==> src/rtl/imem_loader.sv <==
// imem_loader: switch-entry writer for the processor's instruction memory.
//
// The operator keys each 16-bit instruction in as two bytes on SwByte, low half first, one
// BytePulse per half. Each completed word is written through a WrReq/WrAck handshake to
// auto-incrementing addresses starting at 0. Busy holds the processor off for the session;
// Done stays high once the session ends, until the next Start or reset.
//
// Ports:
//   CLOCK_50   in   system clock, all state changes on posedge
//   ResetN     in   asynchronous active-low reset
//   Start      in   pulse: begin a load session (from IDLE or DONE only)
//   BytePulse  in   pulse: capture SwByte as the next half-word
//   Finish     in   pulse: end the session early (ignored while a write is pending)
//   SwByte     in   byte value from the switches
//   WrAck      in   memory accepted the write; may come with WrReq or any later cycle
//   WrReq      out  write request, registered
//   WrAddr     out  write address
//   WrData     out  write data {hi, lo}
//   Busy       out  session active
//   Done       out  session complete (level)
//   WordCount  out  words written this session, 0..DEPTH
//   State      out  FSM encoding for the display: IDLE=0 LO=1 HI=2 WR=3 DONE=4
//
// Optional feature, macro IMEM_LOADER_CHECKSUM_EN: adds output Checksum, the mod-2**16 sum of
// every word written this session, cleared on reset and on Start.

module imem_loader #(
  parameter int unsigned ADDR_W = 7,
  parameter int unsigned DATA_W = 16,  // must be 2*8
  parameter int unsigned DEPTH  = 128  // must be 2**ADDR_W
) (
  input  logic              CLOCK_50,
  input  logic              ResetN,
  input  logic              Start,
  input  logic              BytePulse,
  input  logic              Finish,
  input  logic [7:0]        SwByte,
  input  logic              WrAck,
  output logic              WrReq,
  output logic [ADDR_W-1:0] WrAddr,
  output logic [DATA_W-1:0] WrData,
  output logic              Busy,
  output logic              Done,
  output logic [ADDR_W:0]   WordCount,
  output logic [3:0]        State
`ifdef IMEM_LOADER_CHECKSUM_EN
  ,
  output logic [15:0]       Checksum
`endif
);

  typedef enum logic [2:0] {
    StIdle = 3'd0,
    StLo   = 3'd1,
    StHi   = 3'd2,
    StWr   = 3'd3,
    StDone = 3'd4
  } state_e;

  localparam logic [ADDR_W-1:0] LastAddr = ADDR_W'(DEPTH - 1);
  localparam logic [ADDR_W:0]   CountMax = (ADDR_W + 1)'(DEPTH);

  state_e              state_q, state_d;
  logic                req_q, req_d;
  logic [ADDR_W-1:0]   addr_q, addr_d;
  logic [DATA_W-1:0]   data_q, data_d;
  logic                busy_q, busy_d;
  logic                done_q, done_d;
  logic [ADDR_W:0]     count_q, count_d;

  always_ff @(posedge CLOCK_50 or negedge ResetN) begin
    if (!ResetN) begin
      state_q <= StIdle;
      req_q   <= 1'b0;
      addr_q  <= '0;
      data_q  <= '0;
      busy_q  <= 1'b0;
      done_q  <= 1'b0;
      count_q <= '0;
    end else begin
      state_q <= state_d;
      req_q   <= req_d;
      addr_q  <= addr_d;
      data_q  <= data_d;
      busy_q  <= busy_d;
      done_q  <= done_d;
      count_q <= count_d;
    end
  end

  always_comb begin
    state_d = state_q;
    req_d   = req_q;
    addr_d  = addr_q;
    data_d  = data_q;
    busy_d  = busy_q;
    done_d  = done_q;
    count_d = count_q;

    unique case (state_q)
      StIdle, StDone: begin
        // Start outranks a coincident BytePulse: the byte is dropped
        if (Start) begin
          addr_d  = '0;
          count_d = '0;
          done_d  = 1'b0;
          busy_d  = 1'b1;
          state_d = StLo;
        end
      end
      StLo: begin
        if (Finish) begin
          busy_d  = 1'b0;
          done_d  = 1'b1;
          state_d = StDone;
        end else if (BytePulse) begin
          data_d[7:0] = SwByte;
          state_d     = StHi;
        end
      end
      StHi: begin
        // Finish here drops the captured low byte without writing it
        if (Finish) begin
          busy_d  = 1'b0;
          done_d  = 1'b1;
          state_d = StDone;
        end else if (BytePulse) begin
          data_d[DATA_W-1 -: 8] = SwByte;
          req_d                 = 1'b1;
          state_d               = StWr;
        end
      end
      StWr: begin
        // Address and data hold until the ack; Finish cannot abort a pending write
        if (WrAck) begin
          req_d = 1'b0;
          if (count_q != CountMax) count_d = count_q + 1'b1;
          if (addr_q == LastAddr) begin
            busy_d  = 1'b0;
            done_d  = 1'b1;
            state_d = StDone;
          end else begin
            addr_d  = addr_q + 1'b1;
            state_d = StLo;
          end
        end
      end
      default: state_d = StIdle;
    endcase
  end

  assign WrReq     = req_q;
  assign WrAddr    = addr_q;
  assign WrData    = data_q;
  assign Busy      = busy_q;
  assign Done      = done_q;
  assign WordCount = count_q;
  assign State     = {1'b0, state_q};

`ifdef IMEM_LOADER_CHECKSUM_EN
  logic [15:0] csum_q;

  always_ff @(posedge CLOCK_50 or negedge ResetN) begin
    if (!ResetN) begin
      csum_q <= '0;
    end else if ((state_q == StIdle || state_q == StDone) && Start) begin
      csum_q <= '0;
    end else if (state_q == StWr && WrAck) begin
      csum_q <= csum_q + 16'(data_q);
    end
  end

  assign Checksum = csum_q;
`endif

endmodule

==> config.mk <==
export PLATFORM = sky130hd
export DESIGN_NAME = imem_loader
export DESIGN_NICKNAME = d
export VERILOG_FILES = /design/src/rtl/imem_loader.sv
export SDC_FILE = /design/constraint.sdc
export NUM_CORES = 1
export LEC_CHECK = 0
export ABC_AREA = 1
export CORE_MARGIN = 8
export CORE_UTILIZATION = 43
export DETAILED_ROUTE_END_ITERATION = 10
export PLACE_DENSITY = 0.8
export SLEW_MARGIN = 5
export SYNTH_ARGS = -nofsm -noshare
export SYNTH_HDL_FRONTEND = slang
export SYNTH_SLANG_ARGS = --single-unit
==> constraint.sdc <==
create_clock -name CLOCK_50 -period 2.8 [get_ports CLOCK_50]
set_input_delay 0.7 -clock CLOCK_50 [delete_from_list [all_inputs] [get_ports CLOCK_50]]
set_output_delay 0.7 -clock CLOCK_50 [all_outputs]
set_load 0.02 [all_outputs]
==> impl_results.md, run 1 <==
- Min-delay worst type: flip-flop to flip-flop
- CTS root buf: clkbuf_8
- Post-DP HPWL: roughly 3.4 mm
- TritonCTS Sinks: 37
- Most used flip-flop cell after synthesis: dfrtp_1
- TNS Setup: 0 ps
- Final clock skew: 2.50 ps
- Syn Area/Cell: roughly 8 sq um
- # fillers: 407
- Drt pass-1 iters: 4
- CP max stage delay: between 600 and 700 ps
- First-pass GRT wire length: 7.76 mm
- Detail-routed via count per cell: 4.79
- Post-CTS Setup Inserts: 0
- Delay-heaviest family, CP: buffers and inverters
- Total Power: 2280 uW
- CP arrival: roughly 1500 ps
- Critical-path top delay cell: clkdlybuf4s50_1
- P_int: roughly 1400 uW
- Distinct cell type count after synthesis: 32
- Antenna Cells: 0
- Worst-path fanout max: 4
- Asr flop ratio synth: 100%
- Crit Path Category: flip-flop to output port
- Synth Register Bits: 37
- Setup-failing EPs final: 0
- Area grow syn2layout: 32.2%
- Nets@finish: 318
- Crit path launch type: flip-flop
- Fmax: 0.466 GHz
- Syn. warnings: 0
- Post-CTS Hold Fix Bufs: 0
- Pin count of the biggest net entering global routing: 38
- I/O pin cnt: 52
- Syn nets: 266
- Remaining DRCs: 0
- Initial DRC Count: 72
- Count of final hold-check violations: 0
- Status: finished clean
- Gr ovfl total: 0
- Max_cap viols: 0
- Clock Path Buffers: 2
- Share of layout cells above drive strength 1: under 10%
- Rel. slew slack: a little under half
- Sw Ratio: 39.3%
- I/O Buffers: 50
- Via count: 1694
- Worst-margin pin slew: around 820 ps
- Max-slew violations: 0
- GRT Total Usage: 13.4%
- Bufs and invs on worst path: 1
- CP Capture Type: output port
- CORE AREA: 4410 sq um
- Comb power frac: around 44%
- Cell chain of the critical path: clkdlybuf4s50_1
- Post-layout instance area: between 2000 and 3000 sq um
- Mapped Cells: between 200 and 250
- Max VDD drop: roughly 0.49 mV
- Register area share after synthesis: 46.7%
- Routed wire length: 4.51 mm
- CTS tree: done
- ANT nets after route: 0
- Initial antenna violation count: 0
- Clock Latency Late Sink: 290 ps
- Die width: 83.9 microns
- Number of synthesized flops with an enable pin: 0
- Worst Path Required: 2100 ps
- DR WL/cell: 12.7 microns
- Vias in the first global route: 1617
- Clock power share: 21.2%
- Leak: 0.00124 uW
- Placed inst area: between 2000 and 3000 sq um
- Initial core utilization: 44.9%
- PwrDens: 868 nW/um^2
- Die Height: around 84 microns
- Psw: 895 uW
- RSZ-0062 raised after global routing: no
- Post-cts gate resize count: 0
- Final Core Density: between 50% and 60%
- Reg clk slew, reported paths: 70 ps
- Minimum clock period: 2150 ps
- Inserted Clock Buffers: 5
- Row count: 24
- H-Tree Depth: 2
- Seq pwr share: 34.6%
- Mapped Area: 1980 sq um
- Final Cycle Share: 76.7%
- Routability cong.: about 0.89
- Die area: 7040 sq um
-- synth_stat cells, drive strengths merged (2+ instances only) --
master | number | share of area, %
nand2 | 94 | 20
dfrtp | 37 | 47
inv | 28 | 5.4
o21ai | 26 | 7.7
nor2 | 24 | 5.7
nand3 | 18 | 5.0
buf | 4 | 1.9
ha | 3 | 1.9
nand4 | 3 | 0.95
or2 | 2 | 0.63
xnor2 | 2 | 0.88
-- cell usage in the layout (no fill, tap or decap) --
cell / n
a21oi_1: 1
a31oi_1: 1
buf_2: 1
bufinv_16: 1
clkbuf_8: 6
clkdlybuf4s50_1: 49
clkinvlp_4: 1
conb_1: 1
dfrtp_1: 37
ha_1: 3
inv_1: 26
inv_2: 1
inv_4: 1
nand2_1: 88
nand2_2: 2
nand2_4: 3
nand2_8: 1
nand3_1: 16
nand3_2: 2
nand3b_4: 1
nand4_1: 3
nor2_1: 22
nor2_4: 1
nor2_8: 1
o211ai_1: 1
o21ai_0: 15
o21ai_1: 5
o21ai_2: 6
o21bai_1: 1
or2_1: 1
or2_2: 1
xnor2_1: 2
xor2_1: 1
-- flip-flops by register name (all words and copies together) (netlist names) --
signal     flops
WordCount      8
WrReq          1
WrAddr         7
Done           1
WrData        16
Busy           1
state_q        3
-- cell type report --
type / instances / area (sq um) / share of cell area [%]
Multi-Input combinational cell: 179 / 908 / 34.6
Sequential cell: 37 / 926 / 35.3
Inverter: 28 / 108 / 4.10
Tap cell: 52 / 65.1 / 2.48
Clock buffer: 6 / 82.6 / 3.15
Timing Repair Buffer: 50 / 495 / 18.9
Clock inverter: 2 / 37.5 / 1.43
-- worst paths after layout --
path / start / slack [ps] / cells after the start / end
max in group asynchronous: ResetN / 1780 / 1 / WrAddr[1]$_DFFE_PN0P_
worst max-delay path: state_q[2]$_DFFE_PN0P_ / 650 / 1 / State[2]
min in group asynchronous: ResetN / 500 / 1 / WordCount[1]$_DFFE_PN0P_
worst min register to register: Busy$_DFFE_PN0P_ / 490 / 2 / Busy$_DFFE_PN0P_
worst min-delay path: Busy$_DFFE_PN0P_ / 490 / 2 / Busy$_DFFE_PN0P_
worst max register to register: state_q[2]$_DFFE_PN0P_ / 1110 / 7 / Busy$_DFFE_PN0P_
-- stage by stage --
| step | cells | setup WS (ps) | hold slack, ps |
|---|---|---|---|
| floorplan | 249 | 1220 | 404 |
| global placement | 346 | 832 | 462 |
| detailed placement | 346 | 805 | 468 |
| CTS | 354 | 627 | 495 |
| global route | 354 | 579 | 508 |
| finish | 354 | 653 | 488 |
-- cells by family (layout without fill, tap and decap cells) --
logic type / after synthesis / after routing / synth area share [%]
XOR/XNOR: 3 / 3 / 1.33
other: 1 / 1 / 0.189
AO/OA/AOI/OAI: 30 / 30 / 9.02
AND/OR/NAND/NOR: 142 / 142 / 33.4
adder cells (fa/ha/maj): 3 / 3 / 1.89
buffers and inverters: 33 / 86 / 7.51
flip-flops: 37 / 37 / 46.7
-- power by group through the flow --
stage / logic (uW) / clock network, uW / registers, uW
4_1_cts: 1030 / 499 / 790
3_3_place_gp: 1010 / 0 / 794
5_1_grt: 1110 / 527 / 812
6_report: 1010 / 483 / 787
2_1_floorplan: 463 / 0 / 963
3_5_place_dp: 1020 / 0 / 798
-- layer usage --
layer | global-route usage (%) | share of wire [%]
met1 | 15.7 | 43
met2 | 21.2 | 49
met3 | 4.79 | 5.5
met4 | 6.28 | 1.9
met5 | 0 | 0
(Power assumes the default switching activity.)
==> run 2, diff against run 1 <==
- PLACE_DENSITY: 0.8 -> 0.83
- clock period: 2.8 -> 1.7 ns (I/O delays scaled with it)
==> impl_results.md, run 2 (synthesis results as in run 1) <==
- Status: finished clean
- Initial antenna violation count: 0 (unchanged)
- Critical-path top delay cell: dfrtp_1
- Max_cap viols: 0 (unchanged)
- CTS root buf: clkbuf_8
- H-Tree Depth: 2 (unchanged)
- First-pass GRT wire length: 8.20 mm (+5.6%)
- CTS tree: done
- Delay-heaviest family, CP: flip-flops
- GRT Total Usage: 14.2% (+0.79 points)
- Crit Path Category: flip-flop to output port
- Clock Latency Late Sink: 290 ps (about the same)
- TritonCTS Sinks: 37 (unchanged)
- Critical path depth: 1 (unchanged)
- Via count: 1778 (+5.0%)
- Clock Path Buffers: 2 (unchanged)
- Max reg flops: 16 (unchanged)
- Post-DP HPWL: 3.51 mm (+4.1%)
- PwrDens: 1400 nW/um^2 (+61%)
- Setup crit end: State[0]
- Final Core Density: 61.6% (+2.2 points)
- Routability cong.: 0.893 (+0.50%)
- Cell chain of the critical path: dlygate4sd2_1
- Initial core utilization: 44.9% (unchanged)
- CORE AREA: 4410 sq um (unchanged)
- Bufs and invs on worst path: 1 (unchanged)
- Final clock skew: 5.83 ps (+3.33 ps)
- Leak: 0.00156 uW (+26%)
- Remaining DRCs: 0 (unchanged)
- Vias in the first global route: 1683 (+4.1%)
- Commonest non-fill, non-tap cell in the layout: nand2_1
- Most frequent cells in the layout: 88 x nand2_1, 37 x dfrtp_1, 27 x dlygate4sd2_1
- Count of final hold-check violations: 0 (unchanged)
- Reg clk slew, reported paths: 80 ps (about the same)
- RR Endpoint: WrAddr[0]$_DFFE_PN0P_
- Gr ovfl total: 0 (unchanged)
- Critical Path Source: state_q[0]$_DFFE_PN0P_
- Post-CTS Setup Inserts: 0 (unchanged)
- Non-filler instance count after layout: 364 (+2.8%)
- Cell Count Post-Placement: 356 (+2.9%)
- Routed wire length: 4.84 mm (+7.3%)
- Reg2reg start: WrAddr[0]$_DFFE_PN0P_
- Max VDD drop: 0.807 mV (+66%)
- Worst Path Required: 1270 ps (-830 ps)
- Minimum clock period: ~1600 ps
- I/O Buffers: 50 (unchanged)
- Die Height: 83.9 microns (unchanged)
- CP max stage delay: 460 ps (-200 ps)
- Die width: 83.9 microns (unchanged)
- Antenna Cells: 0 (unchanged)
- Die area: 7040 sq um (unchanged)
- Worst-path fanout max: 7 (+3)
- ANT nets after route: 0 (unchanged)
- Initial DRC Count: 118 (+64%)
- Share of layout cells above drive strength 1: 12.5% (+2.9 points)
- I/O pin cnt: 52 (unchanged)
- Final Cycle Share: between 90 and 100%
- Max-slew violations: 0 (unchanged)
- Inserted Clock Buffers: 5 (unchanged)
- Row count: 24 (unchanged)
- Multi-input logic area: 908 sq um (unchanged)
- Pin count of the biggest net entering global routing: 21 (-45%)
- CP arrival: 1140 ps (-310 ps)
- Detail-routed via count per cell: 4.88 (+2.1%)
- Nets@finish: 328 (+3.1%)
- Area grow syn2layout: 37.1%
- Fmax: ~0.64 GHz
- # fillers: 365 (-10%)
- Worst reg2reg path depth: 9 (+2)
- Setup-failing EPs final: 0 (unchanged)
- Min-delay worst type: input pin to async pin
- Crit path launch type: flip-flop
- Worst reg2reg setup slack: 180 ps (-930 ps)
- RSZ-0062 raised after global routing: no
- DR WL/cell: 13.3 microns (+4.3%)
- Total Power: 3800 uW (+67%)
- CP Capture Type: output port
- FF+latch area: 926 sq um (unchanged)
- Drt pass-1 iters: 5 (+1)
run 2: cell types whose count changed in the layout (fill, tap and decap cells not counted), sizes merged:
cell           change
clkdlybuf4s50     -37
dlygate4sd2       +27
buf               +10
dlymetal6s2s      +10
bufinv             +1
clkbuf             -1
clkinvlp           -1
inv                +1
run 2: what timing repair did:
item,4_1_cts,5_1_grt
resized for setup,27,10
setup endpoints to repair,27,10
hold buffers,0,0
run 2: worst min path at each step:
stage                start                     to  slack (ps)  depth (start not counted)
finish              ResetN  WrAddr[3]$_DFFE_PN0P_          60                          1
global route        ResetN  WrData[8]$_DFFE_PN0P_          80                          1
CTS                 ResetN  WrAddr[3]$_DFFE_PN0P_          70                          1
detailed placement  ResetN  WrAddr[3]$_DFFE_PN0P_         390                          1
global placement    ResetN  WrAddr[3]$_DFFE_PN0P_         390                          1
floorplan           ResetN       Busy$_DFFE_PN0P_         130                          0
run 2: final cells by class:
cell class,instances,area share [%]
clock buffer,5,2.53
inverter,28,3.96
multi-input combinational,179,33.4
sequential,37,34.1
timing repair buffer,60,21.1
tap,52,2.39
clock inverter,3,2.53
run 2: per-stage QoR:
stage / worst slack (ps) / TNS (ps) / area, sq um / hold WS (ps)
finish: 136 / 0 / 2720 / 60.0
floorplan: 120 / 0 / 1980 / 129
detailed placement: -22.8 / -58.0 / 2590 / 394
global placement: 19.7 / 0 / 2590 / 392
CTS: 0.417 / 0 / 2690 / 72.7
global route: 10.7 / 0 / 2720 / 82.8
run 2: report_power, final:
part	internal (uW)	switching, uW
Combinational	582	1020
Clock	591	344
Sequential	1120	155
run 2: worst reg2reg max path, cell delays in order, from the launching register on:
cell and delay (ps):
dfrtp_1 460, ha_1 260, nand3_1 140, inv_1 60, nand2_1 80, nand2_2 90, nand2_4 100, nand2_8 90
nand2_1 90, o21ai_2 50
run 2: per-layer routing:
layer  routed length (microns)  global-route usage, %  up-vias
met4                        95                   5.81        0
met3                       294                   4.88        7
met5                         0                      0        -
li1                          -                      -      900
met1                      2180                   16.7      822
met2                      2270                   22.8       49
